### config.mk
export PLATFORM = sky130hd
export DESIGN_NAME = rat_flag_int_unit
export DESIGN_NICKNAME = d
export VERILOG_FILES = /design/src/rtl/rat_flag_int_unit.sv
export SDC_FILE = /design/constraint.sdc
export NUM_CORES = 1
export LEC_CHECK = 0
export ABC_AREA = 1
export CORE_AREA = 2 2 39 41
export CTS_BUF_LIST = sky130_fd_sc_hd__clkbuf_2 sky130_fd_sc_hd__clkbuf_4 sky130_fd_sc_hd__clkbuf_8
export DETAILED_ROUTE_END_ITERATION = 8
export DIE_AREA = 0 0 41 43
export PLACE_DENSITY = 0.66
export SYNTH_ARGS = -nofsm -noshare
export SYNTH_HDL_FRONTEND = slang
export SYNTH_SLANG_ARGS = --single-unit
### constraint.sdc
create_clock -name clk -period 1.6 [get_ports clk]
set_input_delay 0.48 -clock clk [delete_from_list [all_inputs] [get_ports clk]]
set_output_delay 0.48 -clock clk [all_outputs]
set_load 0.02 [all_outputs]
### src/rtl/rat_flag_int_unit.sv
// rat_flag_int_unit
// -----------------
// Flag-and-interrupt context unit for the RAT CPU. Holds the carry (C) and
// zero (Z) flags, their shadow copies used across an interrupt, and the
// interrupt-enable (I) flag. Latches rising edges of the external interrupt
// request and implements the save/restore half of the interrupt protocol:
// flags are snapshotted when the control unit accepts an interrupt and
// restored on return.
//
// Build option:
//   RAT_INT_SYNC_EN  defined   -> INT_REQ passes a 2-flop synchronizer
//                                 (pend set two edges after first sample)
//                    undefined -> INT_REQ feeds the edge register directly
//                                 (only for requests synchronous to clk)
//
// Ports:
//   clk      in   system clock, rising edge
//   RST      in   asynchronous active-high reset
//   C_IN     in   ALU carry result
//   Z_IN     in   ALU zero result
//   C_LD     in   load C_IN into C
//   Z_LD     in   load Z_IN into Z
//   C_SET    in   force C to 1
//   C_CLEAR  in   force C to 0
//   SEI      in   set I flag
//   CLI      in   clear I flag
//   INT_REQ  in   external interrupt request (level)
//   INT_ACK  in   control unit enters the interrupt vector cycle
//   RETI     in   return from interrupt
//   RETI_IE  in   I value after RETI (1 = RETIE, 0 = RETID)
//   C_FLAG   out  current carry
//   Z_FLAG   out  current zero
//   I_FLAG   out  interrupt enable
//   INT_PEND out  serviceable interrupt present
//   IN_ISR   out  high while the handler is executing

module rat_flag_int_unit (
  input  logic clk,
  input  logic RST,
  input  logic C_IN,
  input  logic Z_IN,
  input  logic C_LD,
  input  logic Z_LD,
  input  logic C_SET,
  input  logic C_CLEAR,
  input  logic SEI,
  input  logic CLI,
  input  logic INT_REQ,
  input  logic INT_ACK,
  input  logic RETI,
  input  logic RETI_IE,
  output logic C_FLAG,
  output logic Z_FLAG,
  output logic I_FLAG,
  output logic INT_PEND,
  output logic IN_ISR
);

  typedef enum logic {
    RUN = 1'b0,
    ISR = 1'b1
  } state_t;

  state_t state, state_next;

  logic shadow_c, shadow_z;
  logic pend, req_d;
  logic req_s, req_rise;
  logic ack_take, reti_take;

  logic c_next, z_next, i_next;
  logic shadow_c_next, shadow_z_next;
  logic pend_next;

`ifdef RAT_INT_SYNC_EN
  logic sync1, sync2;

  // Two-stage synchronizer bringing the asynchronous request into clk domain.
  always_ff @(posedge clk or posedge RST) begin
    if (RST) begin
      sync1 <= 1'b0;
      sync2 <= 1'b0;
    end else begin
      sync1 <= INT_REQ;
      sync2 <= sync1;
    end
  end

  assign req_s = sync2;
`else
  assign req_s = INT_REQ;
`endif

  // A held-high request produces a single rise, so only one pend is raised.
  assign req_rise = req_s & ~req_d;

  assign INT_PEND  = pend & I_FLAG & (state == RUN);
  assign IN_ISR    = (state == ISR);

  // An ACK only counts when an interrupt is actually serviceable, and RETI
  // only counts inside a handler; anything else is ignored.
  assign ack_take  = INT_ACK & INT_PEND;
  assign reti_take = RETI & (state == ISR);

  // Next-state and next-flag logic. ACK save beats RETI restore beats the
  // ordinary flag writers.
  always_comb begin
    state_next    = state;
    c_next        = C_FLAG;
    z_next        = Z_FLAG;
    i_next        = I_FLAG;
    shadow_c_next = shadow_c;
    shadow_z_next = shadow_z;

    if (ack_take) begin
      shadow_c_next = C_FLAG;
      shadow_z_next = Z_FLAG;
      i_next        = 1'b0;
      state_next    = ISR;
    end else if (reti_take) begin
      c_next     = shadow_c;
      z_next     = shadow_z;
      i_next     = RETI_IE;
      state_next = RUN;
    end else begin
      if (C_CLEAR)
        c_next = 1'b0;
      else if (C_SET)
        c_next = 1'b1;
      else if (C_LD)
        c_next = C_IN;

      if (Z_LD)
        z_next = Z_IN;

      if (CLI)
        i_next = 1'b0;
      else if (SEI)
        i_next = 1'b1;
    end

    // A fresh edge in the ACK cycle keeps pend set so it is not lost.
    pend_next = req_rise | (pend & ~ack_take);
  end

  // State, flag, shadow and request registers.
  always_ff @(posedge clk or posedge RST) begin
    if (RST) begin
      state    <= RUN;
      C_FLAG   <= 1'b0;
      Z_FLAG   <= 1'b0;
      I_FLAG   <= 1'b0;
      shadow_c <= 1'b0;
      shadow_z <= 1'b0;
      pend     <= 1'b0;
      req_d    <= 1'b0;
    end else begin
      state    <= state_next;
      C_FLAG   <= c_next;
      Z_FLAG   <= z_next;
      I_FLAG   <= i_next;
      shadow_c <= shadow_c_next;
      shadow_z <= shadow_z_next;
      pend     <= pend_next;
      req_d    <= req_s;
    end
  end

endmodule

==> results.toml <==
[detailed_routing]
vias_per_cell = 3.97
drtIter0Drc = 4
firstDrtPassIters = 2
ant_nets = 0
met2WireLength_um = 381
topRoutingLayerUsed = "met4"
via_count = 361
drcViolationCount = 0
drt_wl_total_um = 808
post_drt_wl_per_cell_um = 8.88
wl_met1_um = 366
dr_wl_met3_um = 51

[critical_path]
required_ns = 1.12
endpoint_kind = "output pin"
start_kind = "flop"
crit_arrival_ns = 1.03
reg2reg_slack_ns = 0.52
cp_max_fo = 3
critPathKind = "flop to output pin"

[placement]
port_buffers = 18
gp_congestion = 0.648
hpwlAfterDp_um = 690

[worst_hold_path]
min_path_type = "flop to flop"

[clocking]
h-tree-depth = 1
root_buffer = "clkbuf_4"
cts.sinks = 8
cts_tree = "built"
post_cts_resized = 5
cts_setup_buffers = 0
cts_hold_buf = 0
clk_pin_slew_ns = 0.05
clock_latency_ns = 0.24
cts_buffers = 3
cts_max_path_buffers = 2

[floorplanning]
die-height_um = 43
dieArea_um2 = 1760
io-pin-count = 19
start_util_pct = 29.2
coreArea_um2 = 1380
rows = 14
die_x_um = 41

[power]
comb_power_share_pct = 38.4
swShare_pct = 33.5
power.density_nw_per_um2 = 1100
p_int_uw = 471
seqPwrFrac_pct = 41.4
power.net_switching_uw = 237
clock_power_share_pct = 20.2
leakage_uw = 0.000344
peakVddDrop_uv = 482

[global_routing]
antenna_found_initial = 0
grt_pass1_vias = 321
grt_use_total_pct = 10.8
grt_max_degree = 9
grt_first_pass_wirelength_mm = 1.23
globalRouteOverflowTotal = 0

[synth]
synth.top_cell.area_share_pct = 49.5
yosys-top-cells-area = "dfrtp_1 50%, nand2_1 20%, inv_1 5.6%"
synthesis.nets = 65
seq_area_frac_synth_pct = 49.5
ys_warn_count = 0
synth_top_area_cell = "dfrtp_1"
ys_ff_latch = 8
postSynthCellCount = 51
syn_area_um2 = 404
ys_types = 13
syn_area_per_cell_um2 = 7.92

[timing]
tightest_slew_ns = 0.282
hold_viol_final = 0
fin_tns_setup_ns = 0
setup_viol_count_final = 0
min_period_ns = 1.51
slew_viol_final = 0
slew-limit-headroom_pct = 81.2
max_freq_mhz = 662
worst_clock_skew_ns = 0.00149
grt_setup_unrepaired = "false"
finalCritPeriodShare_pct = 94.4

[layout]
register_area_um2 = 200
area_growth_pct = 59.4
fill_cells = 152
final_util_pct = 46.6
finalNetCount = 91
multi_input_area_um2 = 170
layout-drive-gt1-share_pct = 18.7
antenna_cells = 0

[status]
status = "finished, final reports clean"

[flow_run]
cap_violations = 0
per-layer routing:
| layer | track usage, % | vias to the layer above |
|---|---|---|
| met5 | 0 | - |
| met4 | 10.0 | 0 |
| met3 | 1.57 | 2 |
| met2 | 15.0 | 9 |
| met1 | 13.5 | 146 |
| li1 | - | 204 |
power by group through the flow:
stage	sequential, uW	combinational, uW	clock, uW
after global placement	296	292	0
after CTS	295	277	153
after detailed placement	299	298	0
after global routing	303	302	157
after floorplan	334	111	0
final	294	272	143
sequential cells by signal (all words and copies together), names as in the netlist:
signal	count
pend	1
I_FLAG	1
req_d	1
shadow_c	1
C_FLAG	1
shadow_z	1
Z_FLAG	1
IN_ISR	1
cells in the final DEF (no fill, tap or decap):
cell type / n
a21oi_1: 1
buf_4: 3
clkbuf_4: 3
clkdlybuf4s15_1: 1
clkdlybuf4s50_1: 13
dfrtp_1: 8
dlygate4sd2_1: 4
inv_1: 6
inv_2: 3
nand2_1: 21
nand2_2: 2
nand3_1: 1
nand3_2: 1
nand4_4: 1
nor2_1: 3
o211ai_1: 1
o21ai_0: 2
o21ai_2: 1
cell type report:
class | count | share of cell area [%]
clock buffers | 3 | 3.50
inverters | 9 | 5.24
multi-input cells | 34 | 26.4
flip-flops and latches | 8 | 31.1
well taps | 16 | 3.11
repair buffers | 21 | 30.7
stage by stage:
stage	std cells	area [um^2]	setup slack (ns)	total power, uW	hold WS, ns
final	91	644	0.0896	708	0.415
after CTS	91	643	0.0416	725	0.421
after global placement	88	627	0.0478	588	0.405
after global routing	91	644	0.0133	762	0.448
after floorplan	51	404	0.252	445	0.296
after detailed placement	88	627	0.0316	597	0.414
cells in the mapped netlist (all sizes together):
cell type  number
dfrtp           8
nand2          23
nand4           1
inv             9
nand3           2
o211ai          1
nor2            3
a21oi           1
o21ai           3
logic make-up after synthesis:
| family | after synthesis | synth area share (%) |
|---|---|---|
| buffers and inverters | 9 | 8.36 |
| and+or+nand+nor | 29 | 34.4 |
| AOI/OAI and AO/OA | 5 | 7.74 |
| DFF | 8 | 49.5 |
final timing paths:
| path | endpoint | depth (start not counted) | start |
|---|---|---|---|
| worst max-delay path | INT_PEND | 3 | I_FLAG |
| worst min-delay path | pend | 1 | req_d |
| worst max register to register | C_FLAG | 7 | IN_ISR |
| worst min register to register | pend | 1 | req_d |
| max in group asynchronous | shadow_c | 2 | RST |
| min in group asynchronous | req_d | 2 | RST |
critical path, cell delays in order, from the launching register on:
cell	delay [ns]
dfrtp_1	0.36
nand2_1	0.06
nor2_1	0.08
clkdlybuf4s15_1	0.30
Power figures use the tool's default switching activity.
